File: src/rtl/aging_arbiter.sv
// rtl/aging_arbiter.sv - single-owner arbiter: oldest waiter wins, round-robin tie-break, held grants
// Optional AGING_ARBITER_STARVATION_FLAG_EN adds a registered per-requester starving output.
module aging_arbiter #(
  parameter int REQUESTERS = 4,
  parameter int AGE_RANGE  = 4,
  localparam int AGE_WIDTH   = $clog2(AGE_RANGE),
  localparam int INDEX_WIDTH = (REQUESTERS > 2) ? $clog2(REQUESTERS) : 1
) (
  input  logic                   clock,
  input  logic                   resetn,
  input  logic [REQUESTERS-1:0]  requests,
  output logic [REQUESTERS-1:0]  grant,
  output logic                   grant_valid,
  output logic [INDEX_WIDTH-1:0] grant_index
`ifdef AGING_ARBITER_STARVATION_FLAG_EN
  ,
  output logic [REQUESTERS-1:0]  starving
`endif
);

  localparam logic [AGE_WIDTH-1:0] AGE_MAX = AGE_WIDTH'(AGE_RANGE - 1);

  typedef enum logic {IDLE, BUSY} state_t;

  state_t                 state, state_n;
  logic [REQUESTERS-1:0]  grant_n;
  logic [INDEX_WIDTH-1:0] index_n;
  logic [INDEX_WIDTH-1:0] rr_ptr, rr_n;
  logic [AGE_WIDTH-1:0]   age   [REQUESTERS];
  logic [AGE_WIDTH-1:0]   age_n [REQUESTERS];

  logic [REQUESTERS-1:0]  eligible;
  logic                   owner_hold;
  logic                   arbitrate;
  logic                   win_found;
  logic [INDEX_WIDTH-1:0] win_idx;
  logic [AGE_WIDTH-1:0]   best_age;
  int                     scan;

  always_ff @(posedge clock) begin
    if (!resetn) begin
      state       <= IDLE;
      grant       <= '0;
      grant_valid <= 1'b0;
      grant_index <= '0;
      rr_ptr      <= '0;
      for (int i = 0; i < REQUESTERS; i++) age[i] <= '0;
    end else begin
      state       <= state_n;
      grant       <= grant_n;
      grant_valid <= |grant_n;
      grant_index <= index_n;
      rr_ptr      <= rr_n;
      for (int i = 0; i < REQUESTERS; i++) age[i] <= age_n[i];
    end
  end

  always_comb begin
    // The current owner is masked out, so a releasing owner can never re-win.
    eligible   = requests & ~grant;
    owner_hold = |(requests & grant);

    // Cyclic scan from rr_ptr; strict '>' keeps the first tied index found.
    win_found = 1'b0;
    win_idx   = '0;
    best_age  = '0;
    scan      = 0;
    for (int k = 0; k < REQUESTERS; k++) begin
      scan = int'(rr_ptr) + k;
      if (scan >= REQUESTERS) scan = scan - REQUESTERS;
      if (eligible[scan] && (!win_found || age[scan] > best_age)) begin
        win_found = 1'b1;
        win_idx   = INDEX_WIDTH'(scan);
        best_age  = age[scan];
      end
    end

    arbitrate = 1'b0;
    state_n   = state;
    grant_n   = grant;
    index_n   = grant_index;
    rr_n      = rr_ptr;

    case (state)
      IDLE: begin
        if (win_found) begin
          arbitrate = 1'b1;
          state_n   = BUSY;
        end
      end
      BUSY: begin
        if (!owner_hold) begin
          if (win_found) begin
            arbitrate = 1'b1;
          end else begin
            grant_n = '0;
            state_n = IDLE;
          end
        end
      end
      default: begin
        grant_n = '0;
        state_n = IDLE;
      end
    endcase

    if (arbitrate) begin
      grant_n          = '0;
      grant_n[win_idx] = 1'b1;
      index_n          = win_idx;
      rr_n             = (int'(win_idx) == REQUESTERS - 1) ? '0 : win_idx + 1'b1;
    end

    for (int i = 0; i < REQUESTERS; i++) begin
      if (!requests[i] || grant[i] || (arbitrate && win_idx == INDEX_WIDTH'(i)))
        age_n[i] = '0;
      else if (age[i] != AGE_MAX)
        age_n[i] = age[i] + 1'b1;
      else
        age_n[i] = age[i];
    end
  end

`ifdef AGING_ARBITER_STARVATION_FLAG_EN
  // A saturated next age already implies "requesting and not granted".
  always_ff @(posedge clock) begin
    if (!resetn) begin
      starving <= '0;
    end else begin
      for (int i = 0; i < REQUESTERS; i++) starving[i] <= (age_n[i] == AGE_MAX);
    end
  end
`endif

endmodule
File: config.mk
export PLATFORM = sky130hd
export DESIGN_NAME = aging_arbiter
export DESIGN_NICKNAME = d
export VERILOG_FILES = /design/src/rtl/aging_arbiter.sv
export SDC_FILE = /design/constraint.sdc
export NUM_CORES = 1
export LEC_CHECK = 0
export ABC_AREA = 1
export ABC_CLOCK_PERIOD_IN_PS = 5600
export BUFFER_PORTS_ARGS = -buffer_cell sky130_fd_sc_hd__buf_2
export CAP_MARGIN = 20
export CORE_ASPECT_RATIO = 1.75
export CORE_MARGIN = 2
export CORE_UTILIZATION = 59
export CTS_CLUSTER_SIZE = 12
export DETAILED_ROUTE_END_ITERATION = 16
export HOLD_SLACK_MARGIN = 0.06
export PLACE_DENSITY_LB_ADDON = 0.3
export SKIP_CTS_REPAIR_TIMING = 1
export SLEW_MARGIN = 0
export SYNTH_ARGS = -nofsm -noshare
export SYNTH_HDL_FRONTEND = slang
export SYNTH_SLANG_ARGS = --single-unit
File: constraint.sdc
create_clock -name clock -period 5.6 [get_ports clock]
set_input_delay 0.84 -clock clock [delete_from_list [all_inputs] [get_ports clock]]
set_output_delay 0.84 -clock clock [all_outputs]
set_load 0.02 [all_outputs]
# Word-level counts from Yosys, hierarchy flattened
# Memory sizes are Yosys's and may differ from the RTL's.
# Cells that the tools add are included.
# word_totals
reg_bits	10
ramBits	8
out_inout_bits	7
memories	1
# mem_list
name	words	word_bits	rd	rd_clocked_by_memory_dff	wr	line_no	source
age	4	2	8	0	4	29	logic [AGE_WIDTH-1:0] age [REQUESTERS];
# op_classes
add_sub_neg	12
n_lt_le_gt_ge	13
eq_ne	8
muxes	53
bitwise_logic	8
reduce_logical	29
# op_table
cell	count
$lt A32 B4 Y1 const B	4
$mux W32	4
$mux W2	20
$mux W1	18
$mux W4	4
$sub A3 B3 Y4 const B	3
$logic_or A1 B1 Y1	11
$add A2 B1 Y2 const B	5
$ge A3 B3 Y1 const B	3
$and A4 B4 Y4	2
$bmux W1 S2	4
$logic_and A1 B1 Y1	8
$ne A2 B2 Y1 const B	4
$reduce_or A4 Y1	2
$logic_not A1 Y1	7
$add A2 B2 Y3 const B	2
$gt A2 B2 Y1	3
$eq A2 B1 Y1 const B	2
$eq A2 B2 Y1 const B	2
$not A4 Y4	1
$or A1 B1 Y1	4
$pmux W1 S2	2
$sub A2 B3 Y4 const B	1
$add A2 B1 Y3 const B	1
6 further kinds	6

# Depth between registers and ports, before layout
# Gate-level depths: netlist of the first run.
# depth
ltp_word	25
ltp_mapped	36
mapped_depth_nobuf	35

# Least setup slack after synthesis of the first run
# Ideal clock, no wire load.
# synth_timing
path_kind	input-to-reg
startpoint	input port requests[3]
endpoint	register grant_valid
setup_time_ns	0.123
arrival_time_ns	4.382
required_ns	5.477
path_slack_ns	1.095
cell_stages	33
path_cell_list	nand3_1 nand3_1 o2111ai_1 ha_1 inv_1 nor2_1 o21ai_0 nand3_2 nand2_4 nand2_1 o21ai_0 ha_1 inv_1 nor2_1 o21ai_0 nand2_2 nand2_4 nand2_1 o21ai_0 ha_1 inv_1 nor2_1 o21ai_0 nand2_1 nand2_2 nand3_1 o21ai_2 inv_1 ha_1 nand2_2 nand2_1 nor2_1 a21oi_1
# synth_via
elab_chain_len	23
elab_cells_between_ends	51
# synth_lines
element	line_no	source
start, declared	11	input logic [REQUESTERS-1:0] requests,
$and A4 B4 Y4 *	60	eligible = requests & ~grant;
$bmux W1 S2	71	if (eligible[scan] && (!win_found || age[scan] > best_age)) begin
$mux W1 (implied by the code) (2 in series)	71	
$mux W2 / $mux W1 (equally long branches)	71	
$gt A2 B2 Y1 / $logic_not A1 Y1 (equally long branches)	71	
$logic_or A1 B1 Y1	71	
$logic_and A1 B1 Y1	71	
$mux W2 / $mux W1 (equally long branches)	71	
[... 7 more ...]	-	
$mux W2 *	71	
net win_idx[1]	36	logic [INDEX_WIDTH-1:0] win_idx;
$lt A2 B3 Y1 (implied by the code) / $ge A2 B1 Y1 (equally long branches)	109	grant_n[win_idx] = 1'b1;
$logic_and A1 B1 Y1 (implied by the code)	109	
$mux W1 (implied by the code)	109	
$demux W1 S2 *	109	
$mux W4 *	107	if (arbitrate) begin
$reduce_or A4 Y1 *	51	grant_valid <= |grant_n;
end signal, assigned	51	
end, declared	13	output logic grant_valid,
# The timed path passes the listed nets; every way through them passes the cells marked *. The select of a mux whose other input is x is not followed.
# A chain may end at the register's enable or synchronous reset.

# Final worst setup path of the first run
# Same ends and word-level chain as after synthesis.

==> run_results.csv, run 1 <==
group,metric,value,unit
timing,rsz0062_at_grt,"false",
critical_path,worstPathArrival,5100,ps
timing,setup_viol,0,
synthesis,syn_area,0.00156,mm²
cells_and_area,drive_gt1_frac,0.221,
critical_path,cp_max_fo,6,
min_path,worstHoldPathType,"reg -> reg",
floorplan,fp.dieW,42.8,µm
placed_design,place_area,0.00163,mm²
global_routing,grtUsageTotal,0.251,
clock_tree,cts_sinks,18,
global_routing,grt_pass1_wl,6.03,mm
global_routing,grt_pass1_vias,1441,
route,drtPass1Iterations,4,
floorplan,die-area,0.00308,mm²
synthesis,syn_inst,227,
synthesis,synth_edf_count,0,
outcome,outcome,"finished, final reports clean",
timing,final_hold_viol_count,0,
synthesis,synthArstFlopShare,0,
flow_run,maxCapViolations,0,
floorplan,die_y,71.9,µm
synthesis,netlist_top_cells_area,"dfxtp_1 23%, nand2_1 12%, ha_1 11%, o21ai_0 8.4%, nand3_1 7.1%",
synthesis,ys_ff_latch,18,
critical_path,critPathBufInv,5,
timing,max-slew-margin-rel,0.755,
placed_design,port_buffers,12,
global_routing,antenna_found_initial,0,
clock_tree,cts-htree-levels,1,
route,routed-via-count,1470,
placed_design,gp_congestion,0.860,
synthesis,yosysTopAreaCell,"dfxtp_1",
cells_and_area,fin_nets,262,
cells_and_area,final_cells,266,
synthesis,syn-num-nets,247,
cells_and_area,n_fill_cell,218,
timing,slew_viol_final,0,
synthesis,synth_ff_type,"dfxtp_1",
global_routing,grt_max_degree,14,
synthesis,ys_seq_area_frac,0.232,
floorplan,row_count,24,
route,wire_per_inst,13.1,µm
clock_tree,cts_buffers,3,
placed_design,dp_cells,263,
critical_path,cp_top_family,"simple AND/OR/NAND/NOR gates",
timing,tns,0,ps
synthesis,synth.distinct_cells,24,
synthesis,synth_warnings,0,
cells_and_area,diodes,0,
placed_design,hpwl,2.84,mm
route,drc,0,
clock_tree,clock_tree.buffer_depth,2,
route,vias_per_cell,5.53,
route,drt-initial-drc-count,37,
cells_and_area,syn_to_final_growth,7.48,%
critical_path,crit_start,"requests[3]",
floorplan,start_util,0.624,
critical_path,crit_top_cell,"o21ai_0",
synthesis,syn_area_per_cell,6.85,µm²
timing,holdWs,536,ps
critical_path,reg2reg_from,"rr_ptr[0]",
cells_and_area,design_area,0.00167,mm²
timing,finalCritPeriodShare,0.885,
global_routing,gr-total-overflow,0,
timing,max_freq,202,MHz
clock_tree,cts_tree,"done",
critical_path,slowest_delay,330,ps
critical_path,startpoint_type,"input port",
critical_path,end_kind,"register",
min_path,hold_start,"grant_index[0]",
route,routed_wl,3.49,mm
clock_tree,path_clk_slew,70,ps
timing,tightestPinTransition,364,ps
critical_path,critPathKind,"in -> reg",
critical_path,worstPathRequired,5740,ps
timing,worst_clock_skew,4.26,ps
timing,fin_crit,4960,ps
clock_tree,insertion_delay,250,ps
floorplan,core,0.00249,mm²
critical_path,cp_slowest_cell,"ha_1",
route,postRouteAntennaNets,0,
synthesis,synth_top_area_share,0.232,
floorplan,io_pins,13,
clock_tree,cts_root_buffer,"clkbuf_8",
## cell usage after synthesis, types with 2 or more instances
master	count
a21oi_1	9
buf_4	3
dfxtp_1	18
ha_1	14
inv_1	23
inv_2	3
nand2_1	48
nand2_2	12
nand2_4	6
nand3_1	22
nand3_2	8
nand4_1	5
nor2_1	16
o21ai_0	26
o21ai_1	2
xor2_1	4
## worst register-to-register path, delay by kind of cell (launching register included)
family,cells,cell delay [ps]
buffers and inverters,5,520
AO/OA/AOI/OAI,8,1170
AND/OR/NAND/NOR,17,1630
adder cells (fa/ha/maj),4,1090
flip-flops,1,400
## cells by family (layout without fill, tap and decap cells)
group           Yosys count  count (layout)  synth area share
compound gates           41              41             0.144
xor+xnor                  4               4            0.0225
fa+ha+maj                14              14             0.113
buf+inv                  31              44            0.0885
flops                    18              18             0.232
simple gates            119             119             0.401
## layout make-up
class,count,area (µm²),share of cell area
inverters,27,104,0.0621
clock buffers,3,41.3,0.0247
flip-flops and latches,18,362,0.216
well taps,26,32.5,0.0195
multi-input cells,178,1060,0.632
repair buffers,14,75.1,0.0449
## stage by stage
stage          worst slack, ps  utilization
2_1_floorplan             1100            -
3_3_place_gp               530        0.654
3_5_place_dp               401        0.654
4_1_cts                    522        0.670
5_1_grt                    162        0.671
6_report                   641        0.671
## path summary, 6_finish.rpt
kind	to	slack, ps	cells past startpoint
max	grant_valid	640	34
min	grant_index[0]	540	2
max reg2reg	grant_valid	690	34
min reg2reg	grant_index[0]	540	2
## registers in the layout, summed over array words and instances (netlist names)
name / cells
grant_index: 2
state: 1
grant: 4
rr_ptr: 2
grant_valid: 1
age: 8
## cells in the final DEF, fill, tap and decap left out, types with 3 or more instances in the layout
cell | Yosys | routed
a21oi_1 | 9 | 9
buf_2 | 0 | 12
clkbuf_8 | 0 | 3
dfxtp_1 | 18 | 17
ha_1 | 14 | 14
inv_1 | 23 | 23
inv_2 | 3 | 3
nand2_1 | 48 | 48
nand2_2 | 12 | 12
nand2_4 | 6 | 6
nand3_1 | 22 | 22
nand3_2 | 8 | 8
nand4_1 | 5 | 5
nor2_1 | 16 | 16
o21ai_0 | 26 | 26
xor2_1 | 4 | 4
## metal layers
layer  part of all wire  up-vias  track usage
met1               0.41      657        0.260
li1                   -      783            -
met4              0.030        0        0.128
met5                  0        -            0
met2               0.54       22        0.476
met3              0.019        8       0.0249
Power of run 1 is left out: the tool's default activity adds up to more than one toggle a clock period on the data nets, which glitch-free logic cannot reach.
==> inputs of run 2 (changes only) <==
- ABC_AREA: 1 -> default
- CORE_UTILIZATION: 59 -> 60
==> run 2 against run 1 <==
Compared with the run above:
- non-clock buffer count grew 39
- clock skew is 2.0 ps lower
- critical endpoint is now age[3][1]
- via count up 16%
- highest routed layer unchanged
==> run_results.csv, run 2 <==
group,metric,value,unit
synthesis,syn_area,0.00166,mm²
timing,finalCritPeriodShare,0.996,
critical_path,worstPathArrival,5780,ps
min_path,min_path_cells,2,
placed_design,gp_congestion,0.909,
critical_path,r2r-end,"age[3][1]",
cells_and_area,top_register,"age",
global_routing,grtUsageTotal,0.299,
clock_tree,cts_buffers,3,
global_routing,grt_pass1_wl,7.14,mm
clock_tree,cts_sinks,18,
synthesis,ys_seq_area_frac,0.217,
cells_and_area,fin_nets,253,
synthesis,synth_edf_count,0,
synthesis,ys_ff_latch,18,
route,dr_wl_met2,2.70,mm
clock_tree,cts-htree-levels,1,
synthesis,synth_ff_type,"dfxtp_1",
critical_path,startpoint_type,"input port",
critical_path,path_depth,27,
floorplan,core,0.00266,mm²
timing,fin_crit,5580,ps
timing,worst_clock_skew,2.25,ps
clock_tree,cts_tree,"done",
flow_run,maxCapViolations,0,
floorplan,fp.dieW,43.8,µm
synthesis,synth_common_cells,"18 x dfxtp_1, 14 x ha_1, 13 x nand2_1, 13 x nor2b_1, 10 x mux2i_1",
critical_path,cp_max_fo,4,
global_routing,grt_pass1_vias,1650,
clock_tree,clock_tree.buffer_depth,2,
route,vias_per_cell,6.59,
critical_path,cp_top_family,"compound AO/OA/AOI/OAI gates",
timing,max_freq,179,MHz
timing,final_hold_viol_count,0,
global_routing,grt_max_degree,14,
cells_and_area,mostFrequentLayoutCell,"buf_4",
floorplan,die_y,73.6,µm
timing,slew_viol_final,0,
route,wire_per_inst,18.8,µm
synthesis,synth_warnings,0,
cells_and_area,regArea,362,µm²
route,top_layer,"met4",
floorplan,start_util,0.624,
route,routed-via-count,1706,
route,drtPass1Iterations,4,
floorplan,io_pins,13,
cells_and_area,diodes,0,
critical_path,cp_slowest_cell,"a211oi_2",
synthesis,synthArstFlopShare,0,
global_routing,antenna_found_initial,0,
clock_tree,insertion_delay,260,ps
synthesis,syn_area_per_cell,9.17,µm²
critical_path,reg2reg_from,"rr_ptr[0]",
floorplan,row_count,25,
critical_path,reg2reg_depth,26,
cells_and_area,drive_gt1_frac,0.414,
critical_path,critPathKind,"in -> reg",
min_path,worstHoldPathType,"reg -> reg",
timing,setup_viol,0,
cells_and_area,layout_common_cells,"41 x buf_4, 17 x dfxtp_1, 13 x nand2_1",
synthesis,synth.distinct_cells,63,
synthesis,syn_inst,181,
cells_and_area,multi_input_area,0.00132,mm²
cells_and_area,largest_reg_flops,8,
cells_and_area,n_fill_cell,156,
placed_design,post-place-ws,-460,ps
route,postRouteAntennaNets,0,
cells_and_area,reg.largest.list,"age: 8 flops, grant: 4 flops",
critical_path,end_kind,"register",
critical_path,endpoint,"age[3][1]",
synthesis,syn-num-nets,201,
timing,setup_slack,24.4,ps
critical_path,critPathBufInv,2,
critical_path,crit_start,"requests[1]",
critical_path,slowest_delay,310,ps
synthesis,synth_top_area_share,0.217,
critical_path,worstPathRequired,5800,ps
route,wl_met1,1.75,mm
floorplan,die-area,0.00322,mm²
synthesis,yosysTopAreaCell,"dfxtp_1",
timing,rsz0062_at_grt,"true",
timing,tightestPinTransition,721,ps
synthesis,yosysMostFrequentCell,"dfxtp_1",
critical_path,rrSetupSlack,30,ps
route,wl_met3,196,µm
cells_and_area,syn_to_final_growth,30.5,%
global_routing,gr-total-overflow,0,
route,drt-initial-drc-count,99,
outcome,outcome,"finished, final reports clean",
clock_tree,path_clk_slew,60,ps
placed_design,hpwl,3.52,mm
synthesis,netlist_top_cells_area,"dfxtp_1 22%, ha_1 11%, mux2i_1 6.0%, nor2b_1 4.9%, mux4_2 4.1%",
timing,max-slew-margin-rel,0.516,
clock_tree,cts_root_buffer,"clkbuf_8",
placed_design,port_buffers,12,
route,routed_wl,4.88,mm
route,drc,0,
==> run 2: changes by cell type after synthesis, sizes merged, moves of 5 or more <==
cell	previous run	this run
a21boi	0	5
nand2	66	13
and2	0	7
a211oi	1	6
nor2	17	5
nand3	30	4
nor2b	0	13
nand4	6	1
o21ai	29	8
mux2i	0	10
a21oi	10	5
inv	27	6
==> run 2: worst reg2reg max path, delay by kind of cell, from the launching register on <==
| family | cells | cell delay, ps |
|---|---|---|
| buf+inv | 2 | 350 |
| fa+ha+maj | 4 | 960 |
| simple gates | 8 | 1210 |
| compound gates | 11 | 2170 |
| flops | 1 | 500 |
| mux | 1 | 350 |
==> run 2: final cells by class <==
type,count,area share
Clock buffer,4,0.0254
Inverter,7,0.0121
Multi-Input combinational cell,150,0.610
Sequential cell,18,0.167
Tap cell,27,0.0156
Timing Repair Buffer,53,0.170
==> run 2: routing by layer <==
metal	vias up	GRT usage
met5	-	0
met4	0	0.182
met3	25	0.0467
met2	68	0.538
met1	825	0.312
li1	788	-
==> run 2: worst min path at each step <==
stage / slack, ps / start / end
after floorplan: 540 / age[0][1] / age[0][1]
after global placement: 530 / grant_index[0] / grant_index[0]
after detailed placement: 580 / grant_index[0] / grant_index[0]
after CTS: 600 / grant_index[0] / grant_index[0]
after global routing: 630 / grant_index[0] / grant_index[0]
final: 600 / age[3][1] / age[3][1]
==> run 2: cell families (layout without fill, tap and decap cells) <==
kind of cell	after synthesis	in the layout	synth area share
and+or+nand+nor	66	66	0.257
xor gates and xnor gates	4	4	0.0211
buffers and inverters	13	64	0.0498
DFF	18	18	0.217
AOI/OAI and AO/OA	51	51	0.235
adders and majority gates	14	14	0.106
muxes	15	15	0.115
==> run 2: per-stage QoR <==
stage	TNS (ps)	hold slack, ps	area [µm²]	util	std cells
finish	0	601	2160	0.814	259
CTS	-3300	596	2040	0.768	256
floorplan	0	537	1670	-	181
global placement	-2100	530	1990	0.748	252
global route	-1910	632	2160	0.814	259
detailed placement	-4720	578	1990	0.748	252
Power of run 2 is left out for the same reason.
